### src/rtl/pll_lock_ctrl.sv
// PLL reset/lock sequencer: qualifies lock, retries on timeout, sticky fail,
// and releases per-output-clock domain resets in staggered order.
module pll_lock_ctrl #(
    parameter int RST_CYCLES    = 64,
    parameter int LOCK_TIMEOUT  = 65536,
    parameter int STABLE_CYCLES = 1024,
    parameter int MAX_RETRY     = 3,
    parameter int N_DOM         = 5,
    parameter int STAGGER       = 16
) (
    input  logic             clkin1,
    input  logic             rst_n,
    input  logic             pll_lock,
    input  logic             restart,
    output logic             pll_rst,
    output logic [N_DOM-1:0] dom_rst_n,
    output logic             ready,
    output logic             fail,
    output logic [3:0]       retry_cnt,
    output logic [7:0]       loss_cnt,
    output logic [2:0]       state
);

    localparam int MAX_A = (RST_CYCLES > LOCK_TIMEOUT) ? RST_CYCLES : LOCK_TIMEOUT;
    localparam int MAX_B = (STABLE_CYCLES > STAGGER * N_DOM) ? STABLE_CYCLES : STAGGER * N_DOM;
    localparam int MAX_V = (MAX_A > MAX_B) ? MAX_A : MAX_B;
    localparam int CW    = $clog2(MAX_V) + 1;

    localparam logic [CW-1:0] RST_LAST = CW'(RST_CYCLES - 1);
    localparam logic [CW-1:0] TO_LAST  = CW'(LOCK_TIMEOUT - 1);
    localparam logic [CW-1:0] STB_LAST = CW'(STABLE_CYCLES - 1);
    // RUN is entered one cycle after the last domain bit has been released
    localparam logic [CW-1:0] REL_LAST = CW'(STAGGER * N_DOM);

    typedef enum logic [2:0] {
        S_RESET   = 3'd0,
        S_WAIT    = 3'd1,
        S_STABLE  = 3'd2,
        S_RELEASE = 3'd3,
        S_RUN     = 3'd4,
        S_FAIL    = 3'd5
    } state_t;

    state_t          st;
    logic [1:0]      sync;
    logic            lock_s;
    logic [CW-1:0]   cnt;
    logic [CW-1:0]   cnt_inc;
    logic [N_DOM-1:0] rel_hit;

    assign lock_s  = sync[1];
    assign cnt_inc = cnt + CW'(1);
    assign state   = st;

    // bit i releases STAGGER*(i+1) cycles after RELEASE entry
    for (genvar i = 0; i < N_DOM; i++) begin : g_rel
        assign rel_hit[i] = (cnt_inc >= CW'(STAGGER * (i + 1)));
    end

    always_ff @(posedge clkin1 or negedge rst_n) begin
        if (!rst_n) begin
            sync      <= '0;
            st        <= S_RESET;
            cnt       <= '0;
            pll_rst   <= 1'b1;
            dom_rst_n <= '0;
            ready     <= 1'b0;
            fail      <= 1'b0;
            retry_cnt <= '0;
            loss_cnt  <= '0;
        end else begin
            sync <= {sync[0], pll_lock};
            if (restart) begin
                st        <= S_RESET;
                cnt       <= '0;
                pll_rst   <= 1'b1;
                dom_rst_n <= '0;
                ready     <= 1'b0;
                fail      <= 1'b0;
                retry_cnt <= '0;
            end else begin
                case (st)
                    S_RESET: begin
                        if (cnt == RST_LAST) begin
                            st      <= S_WAIT;
                            cnt     <= '0;
                            pll_rst <= 1'b0;
                        end else begin
                            cnt <= cnt_inc;
                        end
                    end
                    S_WAIT: begin
                        if (lock_s) begin
                            st  <= S_STABLE;
                            cnt <= '0;
                        end else if (cnt == TO_LAST) begin
                            cnt     <= '0;
                            pll_rst <= 1'b1;
                            if (retry_cnt == 4'(MAX_RETRY)) begin
                                st   <= S_FAIL;
                                fail <= 1'b1;
                            end else begin
                                st        <= S_RESET;
                                retry_cnt <= retry_cnt + 4'd1;
                            end
                        end else begin
                            cnt <= cnt_inc;
                        end
                    end
                    S_STABLE: begin
                        // chatter before qualification is not a loss event
                        if (!lock_s) begin
                            st  <= S_WAIT;
                            cnt <= '0;
                        end else if (cnt == STB_LAST) begin
                            st  <= S_RELEASE;
                            cnt <= '0;
                        end else begin
                            cnt <= cnt_inc;
                        end
                    end
                    S_RELEASE, S_RUN: begin
                        if (!lock_s) begin
                            st        <= S_RESET;
                            cnt       <= '0;
                            pll_rst   <= 1'b1;
                            dom_rst_n <= '0;
                            ready     <= 1'b0;
                            if (loss_cnt != 8'hFF) loss_cnt <= loss_cnt + 8'd1;
                        end else if (st == S_RELEASE) begin
                            if (cnt == REL_LAST) begin
                                st        <= S_RUN;
                                cnt       <= '0;
                                ready     <= 1'b1;
                                retry_cnt <= '0;
                            end else begin
                                cnt       <= cnt_inc;
                                dom_rst_n <= dom_rst_n | rel_hit;
                            end
                        end
                    end
                    S_FAIL: begin
                        pll_rst   <= 1'b1;
                        fail      <= 1'b1;
                        dom_rst_n <= '0;
                    end
                    default: begin
                        st        <= S_RESET;
                        cnt       <= '0;
                        pll_rst   <= 1'b1;
                        dom_rst_n <= '0;
                        ready     <= 1'b0;
                    end
                endcase
            end
        end
    end

endmodule

### config.mk
export PLATFORM = sky130hd
export DESIGN_NAME = pll_lock_ctrl
export DESIGN_NICKNAME = d
export VERILOG_FILES = /design/src/rtl/pll_lock_ctrl.sv
export SDC_FILE = /design/constraint.sdc
export NUM_CORES = 1
export LEC_CHECK = 0
export BUFFER_PORTS_ARGS = -buffer_cell sky130_fd_sc_hd__buf_2
export CAP_MARGIN = 20
export CORE_MARGIN = 3
export CORE_UTILIZATION = 25
export CTS_CLUSTER_SIZE = 14
export DETAILED_ROUTE_END_ITERATION = 8
export PLACE_DENSITY = 0.51
export SETUP_SLACK_MARGIN = 0.2
export SKIP_CTS_REPAIR_TIMING = 1
export SLEW_MARGIN = 10
export SYNTH_ARGS = -nofsm -noshare
export SYNTH_HDL_FRONTEND = slang
export SYNTH_SLANG_ARGS = --single-unit
### constraint.sdc
create_clock -name clkin1 -period 2.5 [get_ports clkin1]
set_input_delay 0.125 -clock clkin1 [delete_from_list [all_inputs] [get_ports clkin1]]
set_output_delay 0.125 -clock clkin1 [all_outputs]
set_load 0.02 [all_outputs]
==> results of run 1 <==
[worst min-delay path by stage]
stage | endpoint | slack [ns] | cells past startpoint
floorplan | cnt[0]$_DFFE_PN0P_ | -0.17 | 0
global placement | sync[0]$_DFF_PN0_ | 0.24 | 1
detailed placement | sync[0]$_DFF_PN0_ | 0.25 | 1
CTS | sync[0]$_DFF_PN0_ | -0.08 | 1
global route | fail$_DFFE_PN0P_ | 0.20 | 2
finish | fail$_DFFE_PN0P_ | 0.17 | 2
[critical path, cell delays in order, from the launching register on]
cell,delay (ns)
dfrtp_1,0.39
ha_2,0.19
and3_4,0.17
nand3_4,0.09
nor3_4,0.04
nand3_2,0.08
inv_2,0.05
ha_4,0.16
nand2b_4,0.15
a41oi_4,0.30
nand2b_1,0.14
buf_6,0.16
o311ai_4,0.24
[per-layer routing]
metal  track usage (%)  routed length (microns)
met2              18.3                     3510
met3              2.28                      246
met5                 0                        0
met4              3.33                       70
met1              16.2                     3570
[flip-flops by register name, indices dropped and copies added, names as in the netlist]
register   flops
pll_rst        1
retry_cnt      4
loss_cnt       8
cnt           17
state          3
fail           1
sync           2
dom_rst_n      5
ready          1
[power by group]
part	switching [mW]	internal, mW	leakage [nW]
combinational	0.338	0.255	0.944
sequential	0.0623	0.740	0.569
clock	0.286	0.202	0.0447
[cell type report]
class	count	share of cell area (%)
clock buffer	5	1.93
inverter	14	1.47
sequential	42	29.5
clock inverter	3	0.701
multi-input combinational	242	49.8
timing repair buffer	61	11.7
tap	140	4.90
[layout by cell type (no fill, tap or decap), types with 5 or more instances in the layout]
master and n:
buf_4 30, inv_1 13, o21ai_0 8, nand2b_1 7, and4_1 5, buf_2 26, a21oi_1 10, nor3_1 10
and2_1 6, clkbuf_8 5, nand4_1 7, nand3_1 20, o31ai_1 5, nor2_1 23, xnor2_1 7, dfrtp_1 39
a31oi_1 8, nand2_1 33
[logic make-up (layout without fill, tap and decap cells)]
logic type | count (synthesis) | after routing | share of synthesized area [%]
DFF | 42 | 42 | 37.6
AOI/OAI and AO/OA | 78 | 78 | 21.5
buffers and inverters | 32 | 83 | 5.14
adders and majority gates | 6 | 6 | 2.68
muxes | 2 | 2 | 0.760
xor gates and xnor gates | 8 | 8 | 2.50
and+or+nand+nor | 148 | 148 | 29.8
[through the flow]
step,util [%],std cells
6_report,32.8,507
5_1_grt,32.8,507
4_1_cts,30.8,499
3_5_place_dp,30.0,491
3_3_place_gp,30.0,491
2_1_floorplan,-,316
==> flow_metrics.env, run 1 <==
export IMPL_peakVddDrop_mv=0.325
export IMPL_power_density_nw_per_um2=528
export IMPL_pre_cts_slack_ns=0.104
export IMPL_final_area_sq_um=3570
export IMPL_io_pins=27
export IMPL_rr_endpoint="cnt[4]$_DFFE_PN0P_"
export IMPL_grt_pass1_vias=2386
export IMPL_rrSetupSlack_ns=0.24
export IMPL_drc_errors=0
export IMPL_fmax_mhz=443
export IMPL_drt_pass1_iter_count=4
export IMPL_cts_buffers=5
export IMPL_start_util_pct=25.7
export IMPL_rows=38
export IMPL_synth_avg_cell_area_sq_um=8.86
export IMPL_crit_required_ns=2.72
export IMPL_yosys_area_top_type="dfrtp_1"
export IMPL_ff_latch_area_sq_um=1050
export IMPL_synth_ff_type="dfrtp_1"
export IMPL_synthTopCellsByCount="dfrtp_1, nand2_1, nor2_1, nand3_1, inv_1"
export IMPL_dpl_instance_area_sq_um=3260
export IMPL_syn_inst=316
export IMPL_place_hpwl_mm=5.43
export IMPL_ys_top_cells_by_area="dfrtp_1, nand2_1, nand3_1"
export IMPL_num_vias=2578
export IMPL_area_growth_pct=27.6
export IMPL_synthArstFlopShare_pct=100
export IMPL_ys_ff_latch=42
export IMPL_relSlewSlack_pct=69.1
export IMPL_startpoint="cnt[0]$_DFFE_PN0P_"
export IMPL_place_congestion=0.873
export IMPL_hold_path_class="input port to flop"
export IMPL_worst_slew_pin_slew_ns=0.459
export IMPL_synth_edf_count=0
export IMPL_fin_crit_sh_pct=90.4
export IMPL_yosys_warnings=0
export IMPL_finalSetupViolations=0
export IMPL_grt_antenna_before_repair=0
export IMPL_min_period_ns=2.26
export IMPL_rsz0062_at_grt="true"
export IMPL_fin_ws_ns=0.241
export IMPL_hold_path_startpoint="restart"
export IMPL_yosysSeqAreaShare_pct=37.6
export IMPL_wl_per_cell_microns=14.6
export IMPL_grt_usage_pct=11.6
export IMPL_portBuffers=26
export IMPL_synth_cell_type_count=65
export IMPL_synth_area_sq_um=2800
export IMPL_path_clk_slew_ns=0.09
export IMPL_start_kind="flop"
export IMPL_wl_mm=7.40
export IMPL_chipHeight_microns=112
export IMPL_p_leak_nw=1.56
export IMPL_clkSinkCount=42
export IMPL_die_w_microns=112
export IMPL_grt_pass1_wl_mm=12.0
export IMPL_critPathCapture="cnt[4]$_DFFE_PN0P_"
export IMPL_die_area_sq_um=12500
export IMPL_clock_skew_ns=0.00685
export IMPL_core_sq_um=10900
export IMPL_htree_levels=2
export IMPL_maxCapViolations=0
export IMPL_nets=376
export IMPL_cts_root_buf="clkbuf_8"
export IMPL_drv_slew=0
export IMPL_end_kind="flop"
export IMPL_crit_arrival_ns=2.48
export IMPL_clkLatencyLatePin_ns=0.31
export IMPL_drive_above_1_share_pct=28.3
export IMPL_finalSetupTns_ns=0
export IMPL_n_antenna_cell=0
export IMPL_drt_iter0_markers=170
export IMPL_status="finished clean"
export IMPL_clock_path_buffers=2
export IMPL_r2r_start="cnt[0]$_DFFE_PN0P_"
export IMPL_cts_tree="yes"
export IMPL_grt_ovfl_total=0
export IMPL_antenna_left=0
export IMPL_total_power_mw=1.89
export IMPL_grt_max_degree=43
export IMPL_crit_type="flop to flop"
export IMPL_n_fill_cell=1111
export IMPL_via_per_inst=5.08
export IMPL_yosysTopAreaCellShare_pct=36.7
export IMPL_synth_most_common_cell="dfrtp_1"
export IMPL_syn_nets=326
export IMPL_hold_slack_ns=0.171
export IMPL_critical_path_max_fanout=5
export IMPL_final_hold_viol_count=0
export IMPL_reg2reg_depth=12
export IMPL_multiInputGateArea_sq_um=1780
Note: power is estimated with default switching activity, not from simulation.
==> inputs of run 2 (changes only) <==
==> constraint.sdc (replaced) <==
create_clock -name clkin1 -period 2.5 [get_ports clkin1]
set_input_delay 0.375 -clock clkin1 [delete_from_list [all_inputs] [get_ports clkin1]]
set_output_delay 0.375 -clock clkin1 [all_outputs]
set_load 0.02 [all_outputs]
==> run 2 against run 1 <==
Sequential share of layout area increased by 0.44 points. Sequential power about the same. Count of clock-buffer cells in the layout unchanged. Non-clock buffer count unchanged. Largest cell class unchanged.
==> flow_metrics.env, run 2 (synthesized netlist as in run 1, its figures left out) <==
export IMPL_status="finished clean"
export IMPL_grt_max_degree=43
export IMPL_drv_slew=0
export IMPL_final_cells=507
export IMPL_dr_wl_met3_microns=262
export IMPL_num_vias=2618
export IMPL_drt_pass1_iter_count=4
export IMPL_cts_buffers=5
export IMPL_via_per_inst=5.16
export IMPL_hold_path_class="input port to asynchronous set/reset pin"
export IMPL_grt_antenna_before_repair=0
export IMPL_p_leak_nw=1.56
export IMPL_grt_pass1_vias=2448
export IMPL_die_w_microns=112
export IMPL_fin_ws_ns=0.197
export IMPL_final_hold_viol_count=0
export IMPL_area_growth_pct=25.9
export IMPL_cts_tree="yes"
export IMPL_finalSetupTns_ns=0
export IMPL_chipHeight_microns=112
export IMPL_place_hpwl_mm=5.46
export IMPL_finalSetupViolations=0
export IMPL_clock_path_buffers=2
export IMPL_die_area_sq_um=12500
export IMPL_pre_cts_slack_ns=0.138
export IMPL_htree_levels=2
export IMPL_cts_root_buf="clkbuf_8"
export IMPL_fin_crit_sh_pct=92.1
export IMPL_critPathMaxStageDelay_ns=0.37
export IMPL_startpoint="cnt[1]$_DFFE_PN0P_"
export IMPL_dpl_instance_area_sq_um=3270
export IMPL_slowest_stage="dfrtp_1"
export IMPL_maxCapViolations=0
export IMPL_clock_skew_ns=0.00978
export IMPL_wl_mm=7.41
export IMPL_grt_usage_pct=11.8
export IMPL_power_density_nw_per_um2=535
export IMPL_grt_pass1_wl_mm=12.2
export IMPL_final_common_cell="dfrtp_1"
export IMPL_fmax_mhz=434
export IMPL_largest_reg_flops=17
export IMPL_crit_type="flop to flop"
export IMPL_min_period_ns=2.30
export IMPL_wl_met1_mm=3.53
export IMPL_nets=376
export IMPL_top_register="cnt"
export IMPL_rows=38
export IMPL_reg2reg_depth=12
export IMPL_end_kind="flop"
export IMPL_reg_top3="cnt x17, loss_cnt x8, dom_rst_n x5"
export IMPL_antenna_left=0
export IMPL_wl_per_cell_microns=14.6
export IMPL_r2r_start="cnt[1]$_DFFE_PN0P_"
export IMPL_worst_slew_pin_slew_ns=0.561
export IMPL_final_area_sq_um=3520
export IMPL_peakVddDrop_mv=0.291
export IMPL_core_sq_um=10900
export IMPL_clkSinkCount=42
export IMPL_crit_arrival_ns=2.50
export IMPL_portBuffers=26
export IMPL_crit_required_ns=2.69
export IMPL_met2_length_mm=3.53
export IMPL_critical_path_max_fanout=5
export IMPL_io_pins=27
export IMPL_rsz0062_at_grt="true"
export IMPL_clkLatencyLatePin_ns=0.31
export IMPL_final_cell_mix="dfrtp_1, buf_4, nand2_1"
export IMPL_path_clk_slew_ns=0.10
export IMPL_start_util_pct=25.7
export IMPL_highest_layer="met4"
export IMPL_drt_iter0_markers=128
export IMPL_path_cells="ha_2 > and3_4 > nand3_4 > nor3_4 > nand3_2 > inv_2 > ha_4 > nand2b_4 > a41oi_4 > buf_4 > o211a_1 > a221o_1"
export IMPL_drc_errors=0
export IMPL_place_congestion=0.870
export IMPL_drive_above_1_share_pct=30.0
export IMPL_start_kind="flop"
export IMPL_relSlewSlack_pct=62.6
export IMPL_dp_cells=492
export IMPL_n_antenna_cell=0
export IMPL_hold_slack_ns=0.129
export IMPL_grt_ovfl_total=0
run 2: changes by cell type in the layout (fill, tap and decap cells not counted), sizes merged:
cell,delta
dlygate4sd3,-2
clkinvlp,-1
clkinv,-1
buf,+2
inv,+2
run 2: final cells by class:
class | instances | area, sq um
fillers | 1140 | 7360
well taps | 140 | 175
repair buffers | 61 | 409
inverters | 14 | 52.6
flip-flops and latches | 42 | 1060
clock buffers | 5 | 68.8
multi-input cells | 242 | 1740
clock inverters | 3 | 26.3
run 2: report_power, final:
group          switching (mW)  total [mW]  internal, mW
Sequential             0.0640       0.804         0.740
Combinational           0.330       0.584         0.254
Clock                   0.291       0.499         0.208
run 2: final timing paths:
check	to	slack [ns]
min in group clkin1	sync[0]$_DFF_PN0_	0.17
worst max register to register	cnt[12]$_DFFE_PN0P_	0.20
max in group asynchronous	cnt[12]$_DFFE_PN0P_	1.96
worst min register to register	sync[1]$_DFF_PN0_	0.36
worst max-delay path	cnt[12]$_DFFE_PN0P_	0.20
worst min-delay path	cnt[8]$_DFFE_PN0P_	0.13
run 2: critical path: cells and delay by family, from the launching register on:
| family | cells | cell delay, ns |
|---|---|---|
| flops | 1 | 0.37 |
| buf+inv | 2 | 0.27 |
| compound gates | 3 | 0.54 |
| simple gates | 5 | 0.68 |
| fa+ha+maj | 2 | 0.32 |
run 2: per-layer routing:
layer,up-vias,track usage (%)
li1,1271,-
met1,1291,16.2
met2,46,18.7
met3,10,2.50
met4,0,3.24
met5,-,0
run 2: metrics by stage:
step	util, %	total power, mW
floorplan	-	1.16
global placement	30.0	1.36
detailed placement	30.0	1.36
CTS	30.9	1.87
global route	32.4	2.00
finish	32.4	1.89
